[config.mk]
export PLATFORM = sky130hd
export DESIGN_NAME = pipe_hazard_ctrl
export DESIGN_NICKNAME = d
export VERILOG_FILES = /design/src/rtl/pipe_hazard_ctrl.sv
export SDC_FILE = /design/constraint.sdc
export NUM_CORES = 1
export LEC_CHECK = 0
export ABC_AREA = 1
export CORE_MARGIN = 1
export CORE_UTILIZATION = 47
export CTS_BUF_LIST = sky130_fd_sc_hd__clkbuf_2 sky130_fd_sc_hd__clkbuf_4 sky130_fd_sc_hd__clkbuf_8
export DETAILED_ROUTE_END_ITERATION = 6
export MAX_ROUTING_LAYER = met4
export PLACE_DENSITY = 0.78
export SKIP_CTS_REPAIR_TIMING = 1
export SYNTH_ARGS = -nofsm -noshare
export SYNTH_HDL_FRONTEND = slang
export SYNTH_SLANG_ARGS = --single-unit
[constraint.sdc]
create_clock -name clk -period 1.78 [get_ports clk]
set_input_delay 0.178 -clock clk [delete_from_list [all_inputs] [get_ports clk]]
set_output_delay 0.178 -clock clk [all_outputs]
set_load 0.02 [all_outputs]
[src/rtl/pipe_hazard_ctrl.sv]
// Pipeline sequencing controller: stall/flush/redirect generation for the
// 5-stage core, with a small FSM for memory waits and redirect bubbles and
// saturating performance counters.
module pipe_hazard_ctrl #(
  parameter int unsigned REDIRECT_BUBBLES = 1,
  parameter int unsigned MEM_TIMEOUT      = 255,
  parameter int unsigned CNT_W            = 16
) (
  input  logic             clk,
  input  logic             rst_n,
  input  logic [4:0]       rs1_d,
  input  logic [4:0]       rs2_d,
  input  logic             uses_rs1_d,
  input  logic             uses_rs2_d,
  input  logic [4:0]       rd_e1,
  input  logic             mem_read_e1,
  input  logic             reg_write_e1,
  input  logic             mispredict_e1,
  input  logic             mem_req_m,
  input  logic             mem_ready_m,
  output logic             stall_f,
  output logic             stall_d,
  output logic             stall_e1,
  output logic             stall_m,
  output logic             flush_d,
  output logic             flush_e1,
  output logic             redirect,
  output logic [1:0]       state,
  output logic             mem_timeout,
  output logic [CNT_W-1:0] stall_cnt,
  output logic [CNT_W-1:0] flush_cnt
);

  localparam int unsigned BW = $clog2(REDIRECT_BUBBLES + 2);
  localparam int unsigned WW = $clog2(MEM_TIMEOUT + 2);
  localparam logic [BW-1:0] BUB_LOAD = BW'(REDIRECT_BUBBLES);
  localparam logic [WW-1:0] WAIT_MAX = WW'(MEM_TIMEOUT);

  typedef enum logic [1:0] {
    RUN      = 2'd0,
    MEM_WAIT = 2'd1,
    REDIR    = 2'd2
  } state_t;

  state_t        cur;
  logic [BW-1:0] bub_cnt;
  logic [WW-1:0] wait_cnt;

  logic mem_stall;
  logic load_use;
  logic do_redirect;

  assign state = cur;

  // Hazard conditions decoded from the current pipeline contents.
  always_comb begin
    mem_stall   = mem_req_m & ~mem_ready_m;
    load_use    = mem_read_e1 & reg_write_e1 & (rd_e1 != 5'd0) &
                  ((uses_rs1_d & (rs1_d == rd_e1)) |
                   (uses_rs2_d & (rs2_d == rd_e1)));
    do_redirect = mispredict_e1 & ~mem_stall & (cur != REDIR);
  end

  // Priority-encoded pipeline controls; all forced low while in reset.
  always_comb begin
    stall_f  = 1'b0;
    stall_d  = 1'b0;
    stall_e1 = 1'b0;
    stall_m  = 1'b0;
    flush_d  = 1'b0;
    flush_e1 = 1'b0;
    redirect = 1'b0;
    if (rst_n) begin
      if (mem_stall) begin
        stall_f  = 1'b1;
        stall_d  = 1'b1;
        stall_e1 = 1'b1;
        stall_m  = 1'b1;
      end else if (do_redirect) begin
        redirect = 1'b1;
        flush_d  = 1'b1;
        flush_e1 = 1'b1;
      end else if (cur == REDIR) begin
        flush_d  = 1'b1;
      end else if (load_use && cur == RUN) begin
        stall_f  = 1'b1;
        stall_d  = 1'b1;
        flush_e1 = 1'b1;
      end
    end
  end

  // State machine, bubble and wait counters, sticky timeout flag.
  // MEM_WAIT exits on !mem_stall: identical to mem_ready_m while the request
  // is held, and it cannot hang if the request is withdrawn.
  always_ff @(posedge clk or negedge rst_n) begin
    if (!rst_n) begin
      cur         <= RUN;
      bub_cnt     <= '0;
      wait_cnt    <= '0;
      mem_timeout <= 1'b0;
    end else begin
      unique case (cur)
        RUN: begin
          if (mem_stall) begin
            cur      <= MEM_WAIT;
            wait_cnt <= '0;
          end else if (do_redirect && REDIRECT_BUBBLES > 0) begin
            cur     <= REDIR;
            bub_cnt <= BUB_LOAD;
          end
        end
        MEM_WAIT: begin
          if (mem_stall) begin
            if (wait_cnt != WAIT_MAX) begin
              wait_cnt <= wait_cnt + WW'(1);
            end
            if (wait_cnt + WW'(1) == WAIT_MAX) begin
              mem_timeout <= 1'b1;
            end
          end else if (do_redirect && REDIRECT_BUBBLES > 0) begin
            cur     <= REDIR;
            bub_cnt <= BUB_LOAD;
          end else begin
            cur <= RUN;
          end
        end
        REDIR: begin
          if (!mem_stall) begin
            if (bub_cnt <= BW'(1)) begin
              cur     <= RUN;
              bub_cnt <= '0;
            end else begin
              bub_cnt <= bub_cnt - BW'(1);
            end
          end
        end
        default: cur <= RUN;
      endcase
    end
  end

  // Saturating performance counters.
  always_ff @(posedge clk or negedge rst_n) begin
    if (!rst_n) begin
      stall_cnt <= '0;
      flush_cnt <= '0;
    end else begin
      if (stall_d && stall_cnt != '1) begin
        stall_cnt <= stall_cnt + CNT_W'(1);
      end
      if (redirect && flush_cnt != '1) begin
        flush_cnt <= flush_cnt + CNT_W'(1);
      end
    end
  end

endmodule

* Yosys cells after proc, flatten, opt, wreduce, memory -nomap -nowiden *
Index checks and enable logic that the tools add are counted.

cells by class
  $add $sub $neg = 4
  equal/unequal tests = 18
  $mul = 0
  magnitude comparators = 1
  div/mod/pow operators = 0
  bitwise operators = 11
  shifts and indexed selects = 0
  reductions and logical operators = 12
  mux-type cells = 33

operators with widths
  operator                                              count
  adder 16 x 1 -> 16 bit (second input constant)        2
  != test 16 bit (second input constant)                2
  2-to-1 mux 9 bit                                      3
  2-to-1 mux 2 bit                                      10
  one-hot mux 9 bit (2 select lines)                    1
  2-to-1 mux 1 bit                                      17
  != test 2 bit (second input constant)                 7
  AND reduction 4 bit                                   3
  equality test 5 bit                                   2
  adder 9 x 1 -> 9 bit (second input constant)          1
  equality test 9 x 8 -> 1 bit (second input constant)  1
  != test 9 x 8 -> 1 bit (second input constant)        1
  bitwise AND 1 bit                                     8
  one-hot mux 2 bit (3 select lines)                    1
  nonzero test 5 bit                                    1
  != test 2 x 1 -> 1 bit (second input constant)        2
  one-hot mux 2 bit (2 select lines)                    1
  nonzero test 2 bit                                    2
  logical AND 1 bit                                     3
  != test 3 bit (second input constant)                 1
  AND reduction 3 bit                                   1
  equality test 2 x 1 -> 1 bit (second input constant)  1
  equality test 2 bit (second input constant)           1
  <= comparator 2 x 1 -> 1 bit (second input constant)  1
  other kinds (5)                                       6

storage, ports and cells
  latch bits = 0
  output and inout bits = 42
  input bits = 24
  memory bits (read-only) = 0
  memories kept = 0
  RAM bits = 0
  register bits after elaboration = 46

* Longest topological paths before layout *
  word-level depth = 11
  depth in mapped cells = 12
  mapped depth without buffers = 11

* Least setup slack after synthesis *
Ideal clock, no wire load.

  path kind = register to register
  start = reg wait_cnt[1]
  end = reg wait_cnt[0]
  data arrival time = 1.663 ns
  required time = 1.697 ns
  stages on the path, launching flop included = 12
  library setup time = 0.083 ns
  setup slack = 0.035 ns
  path through = dfrtp_1 > ha_1 > nand2_1 > nor2_1 > nand3_1 > nor3_1 > ha_1 > nand2_1 > inv_1 > nor3_2 > nand3_1 > o21ai_0

between the ends
  cells in the longest elaborated chain, start to end = 3

RTL lines
  item                                  line  source
  start: declaration                    47    logic [WW-1:0] wait_cnt;
  start signal: assignment              116   wait_cnt <= wait_cnt + WW'(1);
  != test 9 x 8 -> 1 bit                115   if (wait_cnt != WAIT_MAX) begin
  != test 2 bit (no source line)        -
  AND reduction 4 bit (no source line)  -

No other way between the ends.
A chain may end at the register's enable or synchronous reset.

* Worst setup path in the final report *
  start = reg wait_cnt[1]
  end = reg wait_cnt[3]

between the ends
  cells in the longest elaborated chain, start to end = 4

RTL lines
  item                                line  source
  adder 9 x 1 -> 9 bit                116
  2-to-1 mux 9 bit                    115
  2-to-1 mux 9 bit                    114   if (mem_stall) begin
  one-hot mux 9 bit (2 select lines)  103   unique case (cur)

Parallel ways exist; a longest one is shown, timed or not. The select of a mux whose other input is x is not followed.

==> results summary <==
The horizontal die dimension came out at 80.7 um. The power density over the cells came out at between 800 and 900 mW/mm^2. The post-route setup TNS is -0.236 ns. In this run the remaining antenna-violating nets after routing total 0.

The final estimated routing congestion in global placement came out at approximately 0.95. The net switching share of the total power came out at between 30% and 40%. STA classifies the critical path endpoint as a flip-flop. The TritonCTS buffer count is 5. The largest single stage delay on the critical path is a little under 0.4 ns. The count of buffer and inverter cells on the critical path came out at 2. The fraction of registers with async set or reset after synthesis is 100%.

The final net count came out at 541. After global routing the overflow that remains totals 0. The count of final hold-check violations is 0. In this run the worst hold path is classified as in2async. The synthesis-to-layout area growth came out at 45.4%. The synthesized netlist cell count is 398. The worst register-to-register path begins at wait_cnt[1]$_DFFE_PN0P_. The warning count from the yosys run is 0. The share of cells above drive strength 1 is 19.1%. The slack of the worst reg-to-reg path is -0.05 ns.

The die height is 80.7 um. The source-to-sink clock delay at the later pin of the worst-skew pair is around 0.3 ns. Among all flip-flop cells after synthesis, the most frequent one is sky130_fd_sc_hd__dfrtp_1.

The actual transition at the worst max-transition pin is 0.578 ns. The first global-routing pass estimated 11,500 um of wire. The total wire length is 7490 um. The via count came out at ~3,000. The overall power of the completed layout came out at 3420 uW. The effective utilization at floorplan came out at 48.9%. The count of fill cells added during filler insertion came out at ~500.

Setup repair after global routing could not meet its margin everywhere. Detailed placement ended at an HPWL of approximately 5300 um. The run finished, with violations left.

Across every metal layer, demand over resource in global routing totals 23.2%. The number of cell instances on the worst register-to-register path is 11. The endpoint of the worst register-to-register path is wait_cnt[3]$_DFFE_PN0P_.

The number of antenna violations at the first check in global routing is 0. The ratio of final minimum period to clock period came out at 103%. The area enclosed by the die boundary came out at around 0.0065 sq mm. The number of max-slew violations in the final report came out at 0.

In this run the worst path has a maximum fanout of 6. The post-detailed-placement cell area is 0.00391 sq mm. The leakage dissipation is 0.00218 uW. The number of diodes is 0. Of all cell types, the one taking the most synthesized area is sky130_fd_sc_hd__dfrtp_1.

Row generation in the floorplan step produced 28 rows. The core region is 0.00596 sq mm. The net count after synthesis came out at approximately 430. Headroom to the max-slew limit came out at 61.4%. The cell area after layout is 0.00424 sq mm. The deepest level of the CTS H-tree is 2.

The required time reported for the critical path endpoint is about 2 ns. The clock period minus worst slack came out at 1.83 ns. By startpoint and endpoint, the worst setup path is classified as reg2reg. The slowest stage of the critical path is the sky130_fd_sc_hd__dfrtp_1 cell. The average cell area after synthesis is 7.32 sq um.

Based on the critical path, the design can be clocked at up to 546 MHz. Clock tree synthesis selected as its root buffer the cell sky130_fd_sc_hd__clkbuf_8. The first routing iteration left 101 violations. The number of remaining DRC errors came out at 0.

The total of flip-flops plus latches after synthesis is 46. The count of port buffers added during placement is 65. The final reports fail on negative setup slack. The number of ports placed on the die boundary is 66. The CTS sink count came out at 46. The signal on the critical path passes through ha_2 -> nand2_2 -> nor2_4 -> nand3_2 -> nor3_2 -> ha_2 -> nand2_2 -> inv_2 -> nor3_4 -> buf_6 -> o22ai_2. The worst setup path is launched from a flip-flop. The combinational share of power came out at 37.6%. The top cell type's share of synthesized area is 39.5%. TritonCTS built the clock tree.

Across the routed clock network, the largest skew measured is 0.0113 ns. For this run, the detailed router's first-pass iteration total came to 4. The total of endpoints with negative setup slack in the final report is 6.

The number of global-route vias before repair came out at 2,655. The maximum number of pins on one net before global-route repair is 47. In this run the cell area of the synthesized design comes to a little under 0.003 sq mm. The final worst setup slack is -0.0519 ns. Yosys attributes the largest share of cell area to sky130_fd_sc_hd__dfrtp_1, sky130_fd_sc_hd__nand2_1, sky130_fd_sc_hd__xor2_1, sky130_fd_sc_hd__inv_1, sky130_fd_sc_hd__nand3_1. The proportion of synthesized chip area in sequential cells came out at just under 40%. In the routed layout, each cell is associated on average with a via count of 5.06. The number of unique standard cell types used by synthesis is 28. Data arrives at the worst endpoint at ~2 ns. Cell internal power was estimated by the tool at 2260 uW. The largest delay contributor family on the critical path is simple AND/OR/NAND/NOR gates. Sequential cells account for around 39% of the total power.

The maximum buffer depth of the clock tree is 2. The clock-pin slew reported for the worst setup and hold paths after clock tree synthesis came out at about 0.090 ns. The tool flagged a number of max-cap violations equal to 0. The number of enable flip-flop cells after synthesis came out at 0. VDD sags by at most 0.888 mV.

The routed wire length per instance is 12.7 um. The share of power burned in the clock network came out at between 20% and 30%. In this run the power spent charging and discharging nets is about 1200 uW.
## synthesized netlist by cell type, types with 2 or more instances
library cell and n:
sky130_fd_sc_hd__a21oi_1 4, sky130_fd_sc_hd__buf_2 2, sky130_fd_sc_hd__buf_4 2, sky130_fd_sc_hd__buf_6 2, sky130_fd_sc_hd__dfrtp_1 46, sky130_fd_sc_hd__ha_1 5, sky130_fd_sc_hd__inv_1 57, sky130_fd_sc_hd__nand2_1 120
sky130_fd_sc_hd__nand2_2 4, sky130_fd_sc_hd__nand3_1 40, sky130_fd_sc_hd__nand4_1 7, sky130_fd_sc_hd__nor2_1 36, sky130_fd_sc_hd__nor3_1 12, sky130_fd_sc_hd__nor3_2 3, sky130_fd_sc_hd__o21ai_0 8, sky130_fd_sc_hd__o22ai_1 7
sky130_fd_sc_hd__xnor2_1 8, sky130_fd_sc_hd__xor2_1 25
## how the worst max path moves through the flow
stage	from	end	depth (start not counted)	slack, ns
6_report	wait_cnt[1]$_DFFE_PN0P_	wait_cnt[3]$_DFFE_PN0P_	11	-0.05
5_1_grt	wait_cnt[0]$_DFFE_PN0P_	wait_cnt[3]$_DFFE_PN0P_	11	-0.14
4_1_cts	rd_e1[4]	stall_f	10	-0.47
3_5_place_dp	rd_e1[4]	stall_f	10	-0.46
3_3_place_gp	rd_e1[3]	stall_f	10	-0.44
2_1_floorplan	wait_cnt[1]$_DFFE_PN0P_	wait_cnt[0]$_DFFE_PN0P_	11	0.03
## placed cells by master, fill, tap and decap left out, types with 2 or more instances in the layout
master	instances
sky130_fd_sc_hd__ha_1	3
sky130_fd_sc_hd__xor2_1	25
sky130_fd_sc_hd__nand4_1	7
sky130_fd_sc_hd__o22ai_2	4
sky130_fd_sc_hd__nor2_2	3
sky130_fd_sc_hd__dfrtp_1	46
sky130_fd_sc_hd__nand2_4	3
sky130_fd_sc_hd__dlymetal6s2s_1	9
sky130_fd_sc_hd__clkdlybuf4s50_1	52
sky130_fd_sc_hd__ha_2	2
sky130_fd_sc_hd__a21oi_1	3
sky130_fd_sc_hd__inv_1	56
sky130_fd_sc_hd__nor3_2	3
sky130_fd_sc_hd__nand3_1	36
sky130_fd_sc_hd__o21ai_1	2
sky130_fd_sc_hd__nand2_1	114
sky130_fd_sc_hd__nand3_2	4
sky130_fd_sc_hd__o22ai_1	2
sky130_fd_sc_hd__clkbuf_4	2
sky130_fd_sc_hd__clkbuf_8	5
sky130_fd_sc_hd__inv_2	2
sky130_fd_sc_hd__nor2_1	33
sky130_fd_sc_hd__buf_6	2
sky130_fd_sc_hd__xnor2_1	8
sky130_fd_sc_hd__nand2_2	7
sky130_fd_sc_hd__nor3_1	10
sky130_fd_sc_hd__buf_4	48
sky130_fd_sc_hd__o21ai_0	6
sky130_fd_sc_hd__nor3_4	2
## layout make-up
type | count | area [sq um] | area share (%)
inverters | 58 | 218 | 5.14
well taps | 75 | 93.8 | 2.22
clock inverters | 1 | 30.0 | 0.709
repair buffers | 113 | 1030 | 24.2
multi-input cells | 288 | 1630 | 38.6
clock buffers | 7 | 83.8 | 1.98
flip-flops and latches | 46 | 1150 | 27.2
## flip-flops by register name, indices dropped and copies added, names as in the netlist
name         count
stall_cnt       16
mem_timeout      1
flush_cnt       16
state            2
bub_cnt          2
wait_cnt         9
## power groups by stage
| stage | Sequential, uW | Clock, uW | Combinational, uW |
|---|---|---|---|
| finish | 1340 | 797 | 1290 |
| global route | 1370 | 849 | 1410 |
| CTS | 1340 | 815 | 1230 |
| detailed placement | 1350 | 0 | 1220 |
| global placement | 1350 | 0 | 1200 |
| floorplan | 1550 | 0 | 405 |
## metrics by stage
step                worst slack [ns]  util, %  instances  hold slack [ns]
finish                       -0.0519     71.1        588            0.123
CTS                           -0.473     67.5        580            0.143
global placement              -0.438     65.6        572            0.448
detailed placement            -0.457     65.6        572            0.456
global route                  -0.143     71.1        588            0.174
floorplan                     0.0347        -        398           -0.118
## worst reg2reg max path: stages (launching register included)
cell	delay [ns]
sky130_fd_sc_hd__dfrtp_1	0.39
sky130_fd_sc_hd__ha_2	0.19
sky130_fd_sc_hd__nand2_2	0.10
sky130_fd_sc_hd__nor2_4	0.05
sky130_fd_sc_hd__nand3_2	0.09
sky130_fd_sc_hd__nor3_2	0.05
sky130_fd_sc_hd__ha_2	0.18
sky130_fd_sc_hd__nand2_2	0.07
sky130_fd_sc_hd__inv_2	0.05
sky130_fd_sc_hd__nor3_4	0.27
sky130_fd_sc_hd__buf_6	0.19
sky130_fd_sc_hd__o22ai_2	0.08
## metal layers
layer	up-vias	global-route usage, %	routed length [um]
li1	1485	-	-
met1	1408	28.6	3270
met2	78	39.5	3780
met3	6	3.82	350
met4	0	6.07	92
met5	-	-	0
## kinds of logic after synthesis
family | after synthesis | synth area share (%)
AO/OA/AOI/OAI | 21 | 4.04
XOR/XNOR | 33 | 9.92
adder cells (fa/ha/maj) | 5 | 2.15
buffers and inverters | 64 | 9.10
flip-flops | 46 | 39.5
AND/OR/NAND/NOR | 229 | 35.3
(Power assumes the default switching activity.)
